**config.mk**
```make
export PLATFORM = sky130hd
export DESIGN_NAME = reg_file_2r1w
export DESIGN_NICKNAME = d
export VERILOG_FILES = /design/src/rtl/reg_file_2r1w.sv
export SDC_FILE = /design/constraint.sdc
export NUM_CORES = 1
export LEC_CHECK = 0
export BUFFER_PORTS_ARGS = -buffer_cell sky130_fd_sc_hd__buf_2
export CAP_MARGIN = 20
export CORE_ASPECT_RATIO = 1.2
export CORE_MARGIN = 10
export CORE_UTILIZATION = 55
export DETAILED_ROUTE_END_ITERATION = 12
export PLACE_DENSITY = 0.71
export SLEW_MARGIN = 20
export SYNTH_ARGS = -nofsm -noshare
export SYNTH_HDL_FRONTEND = slang
export SYNTH_SLANG_ARGS = --single-unit
```
**constraint.sdc**
```tcl
create_clock -name clk -period 5.3 [get_ports clk]
set_input_delay 0.265 -clock clk [delete_from_list [all_inputs] [get_ports clk]]
set_output_delay 0.265 -clock clk [all_outputs]
set_load 0.005 [all_outputs]
```
**src/rtl/reg_file_2r1w.sv**
```systemverilog
// rtl/reg_file_2r1w.sv - two-read/one-write register file with bypass, zero register and busy scoreboard
module reg_file_2r1w #(
  parameter int ADDR_WIDTH = 4,
  parameter int WIDTH      = 32,
  parameter int ZERO_REG   = 1
) (
  input  logic                  clk,
  input  logic                  rst_n,
  input  logic                  read_port_1,
  input  logic                  read_port_2,
  input  logic [ADDR_WIDTH-1:0] addr_port_1,
  input  logic [ADDR_WIDTH-1:0] addr_port_2,
  input  logic                  write_port,
  input  logic [ADDR_WIDTH-1:0] addr_port_write,
  input  logic [WIDTH-1:0]      din_port_write,
  input  logic                  reserve_en,
  input  logic [ADDR_WIDTH-1:0] reserve_addr,
  output logic [WIDTH-1:0]      dout_port_1,
  output logic [WIDTH-1:0]      dout_port_2,
  output logic                  rd_valid_1,
  output logic                  rd_valid_2,
  output logic                  busy_1,
  output logic                  busy_2
);

  localparam int DEPTH = 2 ** ADDR_WIDTH;

  logic [WIDTH-1:0] mem [DEPTH];
  logic [DEPTH-1:0] busy;
  logic [DEPTH-1:0] busy_next;

  logic             wr_eff;
  logic             res_eff;
  logic             zero_1;
  logic             zero_2;
  logic [WIDTH-1:0] rd_data_1;
  logic [WIDTH-1:0] rd_data_2;

  // Register 0 is hardwired when ZERO_REG is set: writes/reserves to it are dropped
  always_comb begin
    wr_eff  = write_port && !((ZERO_REG != 0) && (addr_port_write == '0));
    res_eff = reserve_en && !((ZERO_REG != 0) && (reserve_addr == '0));
    zero_1  = (ZERO_REG != 0) && (addr_port_1 == '0);
    zero_2  = (ZERO_REG != 0) && (addr_port_2 == '0);
  end

  // Post-edge busy vector: a write clears, a same-cycle reserve (newer producer) wins
  always_comb begin
    busy_next = busy;
    if (wr_eff) begin
      busy_next[addr_port_write] = 1'b0;
    end
    if (res_eff) begin
      busy_next[reserve_addr] = 1'b1;
    end
  end

  // Read muxes with write-to-read bypass so a same-cycle write is never missed
  always_comb begin
    rd_data_1 = mem[addr_port_1];
    rd_data_2 = mem[addr_port_2];
    if (wr_eff && (addr_port_write == addr_port_1)) begin
      rd_data_1 = din_port_write;
    end
    if (wr_eff && (addr_port_write == addr_port_2)) begin
      rd_data_2 = din_port_write;
    end
    if (zero_1) begin
      rd_data_1 = '0;
    end
    if (zero_2) begin
      rd_data_2 = '0;
    end
  end

  // Storage array and busy scoreboard
  always_ff @(posedge clk or negedge rst_n) begin
    if (!rst_n) begin
      for (int i = 0; i < DEPTH; i++) begin
        mem[i] <= '0;
      end
      busy <= '0;
    end else begin
      if (wr_eff) begin
        mem[addr_port_write] <= din_port_write;
      end
      busy <= busy_next;
    end
  end

  // Port 1 output registers: capture on read, hold otherwise, valid pulses for one cycle
  always_ff @(posedge clk or negedge rst_n) begin
    if (!rst_n) begin
      dout_port_1 <= '0;
      busy_1      <= 1'b0;
      rd_valid_1  <= 1'b0;
    end else begin
      rd_valid_1 <= read_port_1;
      if (read_port_1) begin
        dout_port_1 <= rd_data_1;
        busy_1      <= busy_next[addr_port_1] && !zero_1;
      end
    end
  end

  // Port 2 output registers: capture on read, hold otherwise, valid pulses for one cycle
  always_ff @(posedge clk or negedge rst_n) begin
    if (!rst_n) begin
      dout_port_2 <= '0;
      busy_2      <= 1'b0;
      rd_valid_2  <= 1'b0;
    end else begin
      rd_valid_2 <= read_port_2;
      if (read_port_2) begin
        dout_port_2 <= rd_data_2;
        busy_2      <= busy_next[addr_port_2] && !zero_2;
      end
    end
  end

endmodule

```
# After elaboration in Yosys (flattened, before gate mapping)
# Cells that the tools add are included.
dict set report word_totals {
  reg_bits 596
  input_bits 54
  output_inout_bits 68
  elab_cells 81
}
dict set report classes {
  n_lt_le_gt_ge 10
  eq_ne 2
  n_mux 23
  n_bitwise 6
  reduce_logical 17
}
# cell count
set ops {}
lappend ops {{bitwise mux 512 bit} 1}
lappend ops {{two-way mux 32 bit} 9}
lappend ops {{binary-select mux 32 bit (select 4 bit)} 2}
lappend ops {{demux 32 bit (select 4 bit)} 1}
lappend ops {{two-way mux 16 bit} 2}
lappend ops {{< comparator 4 x 5 -> 1 bit, second input constant} 4}
lappend ops {{bitwise AND 16 bit} 1}
lappend ops {{logical NOT 4 bit} 4}
lappend ops {{inverter 16 bit} 1}
lappend ops {{OR 16 bit} 1}
lappend ops {{>= comparator 5 bit, second input constant} 3}
lappend ops {{inverter 4 -> 5 bit} 3}
lappend ops {{logical AND 1 bit} 9}
lappend ops {{binary-select mux 1 bit (select 4 bit)} 2}
lappend ops {{demux 1 bit (select 4 bit)} 2}
lappend ops {{== test 4 bit} 2}
lappend ops {{>= comparator 4 x 1 -> 1 bit, second input constant} 2}
lappend ops {{< comparator 5 x 1 -> 1 bit, second input constant} 1}
lappend ops {{logical NOT 1 bit} 4}
lappend ops {{two-way mux 1 bit} 4}

# Longest topological paths before layout
dict set report logic_depth {
  word_depth 12
  mapped_depth 9
  depth_no_buf 7
}

# Worst setup path after synthesis
# No wires, ideal clock.
dict set report synth_timing {
  path_type {input-to-reg}
  from {input addr_port_2[0]}
  to {register dout_port_2[21]}
  setup_time_ns 0.126
  arrival_time_ns 1.937
  t_required_ns 5.174
  setup_slack_ns 3.237
  stages 7
  n_path_buf 3
  cell_sequence {buf_6 -> buf_2 -> buf_2 -> mux4_2 -> mux2i_1 -> a21oi_1 -> a221o_1}
}
dict set report synth_between {
  elab_chain_len 6
  elab_cells_between_ends 9
  classes_between {eq/ne (1); mux (5); bitwise (1); reduce/logical (2)}
}
# item line
set synth_lines {}
lappend synth_lines {{start: declaration} 12} ;# input logic [ADDR_WIDTH-1:0] addr_port_2,
lappend synth_lines {{inverter 4 -> 5 bit (not written as such)} 61} ;# rd_data_2 = mem[addr_port_2];
lappend synth_lines {{binary-select mux 32 bit (select 4 bit)} 61}
lappend synth_lines {{two-way mux 32 bit (not written as such) (2 in a row)} 61}
lappend synth_lines {{two-way mux 32 bit} 65} ;# if (wr_eff && (addr_port_write == addr_port_2)) begin
lappend synth_lines {{two-way mux 32 bit *} 71} ;# if (zero_2) begin
lappend synth_lines {{end signal: assignment} 115} ;# dout_port_2 <= rd_data_2;
lappend synth_lines {{end: declaration} 19} ;# output logic [WIDTH-1:0] dout_port_2,
# Mark *: on every way between the ends. The rest lies on a longest branch, timed or not. The select of a mux whose other input is x is not followed.
# A chain may end at the register's enable or synchronous reset.

# Worst setup path after layout
dict set report layout_timing {
  from {input addr_port_1[2]}
  to {register dout_port_1[12]}
}
dict set report layout_between {
  elab_chain_len 6
  elab_cells_between_ends 9
  classes_between {eq/ne (1); mux (5); bitwise (1); reduce/logical (2)}
}
# item line
set layout_lines {}
lappend layout_lines {{start: declaration} 11} ;# input logic [ADDR_WIDTH-1:0] addr_port_1,
lappend layout_lines {{inverter 4 -> 5 bit (not written as such)} 60} ;# rd_data_1 = mem[addr_port_1];
lappend layout_lines {{binary-select mux 32 bit (select 4 bit)} 60}
lappend layout_lines {{two-way mux 32 bit (not written as such) (2 in a row)} 60}
lappend layout_lines {{two-way mux 32 bit} 62} ;# if (wr_eff && (addr_port_write == addr_port_1)) begin
lappend layout_lines {{two-way mux 32 bit *} 68} ;# if (zero_1) begin
lappend layout_lines {{end signal: assignment} 100} ;# dout_port_1 <= rd_data_1;
lappend layout_lines {{end: declaration} 18} ;# output logic [WIDTH-1:0] dout_port_1,
# Marked as above.

==> flow_summary.yaml <==
timing:
  timing_hold_violations_final: 0
  period_needed_ns: 2.37
  timing.final.ws_setup_ns: 2.93
  final_max_slew_viol_count: 0
  fmax_ghz: 0.422
  rsz0062_at_grt: "no"
  fin_crit_sh: 0.447
  setup_viol: 0
  finalSetupTns_ns: 0
  worst_slew_pin_slew_ns: 1.18
  skew_ns: 0.0169
  slew_headroom: 0.215
pwr:
  power_density_nw_per_um2: 385
  leakage_nw: 14.8
  peakVddDrop_v: 0.000277
detailed_routing:
  wl_um: 85100
  vias: 20176
  dr.pass1.iters: 5
  final_antenna_net_count: 0
  drt-initial-drc-count: 1822
  via_per_inst: 6.55
  drcViolationCount: 0
  wl_per_cell_um: 27.6
finish:
  syn_to_final_growth_pct: 10.5
  num-fill-cells: 4255
  layout-drive-gt1-share: 0.394
  nNetsFinal: 2357
global_routing:
  overflow: 0
  grt_start_max_net_pins: 179
  grt_pass1_wl_um: 132000
  first_global_vias: 21447
  grt_use_total: 0.258
  antenna_found_initial: 2
critical_path:
  r2r_slack_ns: 3.41
  end_kind: "register"
  critPathMaxFanout: 60
  cp-start-kind: "input port"
  path_class: "input port to register"
  arrival_ns: 2.93
  crit_required_ns: 5.86
synth:
  synth_xor_area_frac: 0.00255
  synth.most_common_cell: "dfrtp_1"
  synth_top_area_frac: 0.482
  avgSynthCellArea_um2: 13.5
  synth_warnings: 0
  synth_area_leaders: "dfrtp_1 (48%), mux4_2 (19%), mux2_2 (14%)"
  syn_inst: 2295
  synth_mux_area_frac: 0.350
  synth_area_um2: 30900
  async_flop_share: 1.00
  synth_seq_area_share: 0.482
  ys_types: 50
  synth_adder_area_share: 0
  synth_flop_cell: "dfrtp_1"
  synth_compound_area_frac: 0.0551
  yosys-top-cells-count: "dfrtp_1 (596), mux2_2 (384), nand2_1 (312), mux4_2 (260), clkbuf_1 (170)"
  synth_top_area_cell: "dfrtp_1"
  syn_nets: 2349
  synth_top_family_by_area: "multiplexers"
  yosys.area_share.simple: 0.0749
  ys_ff_latch: 596
  synth-edff-count: 0
cts:
  clkTransAtPathRegs_ns: 0.06
  insertion_delay_ns: 0.63
  clockRootBuffer: "clkbuf_16"
  cts_buffer_depth: 3
  cts_tree: "done"
  numCtsBuffers: 59
  cts_max_level: 2
  cts.sinks: 596
floorplanning:
  ios: 122
  core-area_um2: 55900
  die-area_um2: 66200
  start_util: 0.554
  die_h_um: 280
  num_rows: 95
  dieWidth_um: 237
min_path:
  hp-class: "input port to register"
place:
  dpl.hpwl_um: 48200
  post-place-ws_ns: 2.34
  io_buffer_count: 121
  place_congestion: 0.844
flow_run:
  maxCapViolations: 0
status:
  outcome: "finished, final reports clean"
metrics by stage:
step	util	std cells	hold WS, ns	power [mW]	instance area, um2
floorplan	-	2295	-0.0306	8.18	30900
global placement	0.572	2938	0.345	8.88	31900
detailed placement	0.572	2939	0.358	9.07	32000
CTS	0.612	3078	0.000626	13.2	34200
global route	0.612	3078	0.0280	13.8	34200
finish	0.612	3080	0.0296	13.2	34200
worst max-delay path: stages:
cell and delay [ns]:
buf_4 0.63, xor2_1 0.14, nor3_1 0.41, and4b_2 1.10, a221o_1 0.31
metal layers:
layer / GRT usage / up-vias / share of wire
met2: 0.442 / 735 / 0.51
li1: - / 8548 / -
met5: 0 / - / 0
met4: 0.0919 / 0 / 0.032
met1: 0.329 / 10731 / 0.39
met3: 0.0384 / 162 / 0.070
layout make-up:
type	instances	area, um2	area share
diodes	2	5.00	0.000146
clock buffers	86	1730	0.0506
clock inverters	23	183	0.00534
inverters	9	33.8	0.000988
multi-input cells	1445	15100	0.441
flip-flops and latches	596	14900	0.436
well taps	727	910	0.0266
repair buffers	192	1350	0.0395
cells by family (layout without fill, tap and decap cells):
group	Yosys count	in the layout
buf+inv	254	310
mux	709	709
other cells	0	2
simple gates	499	499
compound gates	228	228
flops	596	596
xor+xnor	9	9
power by group:
| group | switching, mW | internal, mW | leakage (nW) |
|---|---|---|---|
| Sequential | 0.663 | 5.51 | 7.42 |
| Clock | 1.80 | 2.35 | 0.958 |
| Combinational | 1.12 | 1.71 | 6.46 |
registers in the layout (all words and copies together) (netlist names):
name         flops
busy_2           1
dout_port_1     32
mem            512
dout_port_2     32
rd_valid_1       1
rd_valid_2       1
busy_1           1
busy            16
path summary, 6_finish.rpt:
path / startpoint / to / depth (start not counted)
setup / recovery: addr_port_1[2] / dout_port_1[12] / 5
hold / removal: din_port_write[15] / mem[303] / 3
setup reg to reg: mem[505] / dout_port_2[25] / 5
hold reg to reg: busy[0] / busy[0] / 0
max in group asynchronous: rst_n / rd_valid_2 / 3
min in group asynchronous: rst_n / mem[378] / 2
repair_timing:
action | in CTS | in global routing
setup buffers | 0 | 0
hold buffers | 30 | 0
gates resized for setup | 0 | 0
endpoints found under the hold margin | 159 | 0
cells in the final DEF, fill, tap and decap left out, types with 3 or more instances in the layout:
cell,Yosys,routed
and3b_1,3,3
nand3_1,6,6
nand2_1,312,304
nor2_1,19,9
clkbuf_1,170,13
clkbuf_8,0,13
buf_2,48,114
dfrtp_1,596,596
a221o_1,68,68
nor3_1,3,3
inv_1,9,9
mux2_2,384,384
a31oi_1,5,3
xor2_1,4,4
nand2b_1,4,4
clkbuf_16,0,60
a21oi_1,64,64
clkinv_2,0,18
dlygate4sd3_1,0,30
mux4_2,260,260
buf_4,7,38
buf_12,0,6
and3_1,3,3
buf_8,0,3
nand4_1,3,3
a211oi_1,62,62
nor2_4,0,10
nand3b_1,4,4
a22o_1,3,3
mux2i_1,65,65
o21ai_0,11,11
xnor2_1,5,5
nor2b_1,132,132
nand2_2,0,8
(Power assumes the default switching activity.)
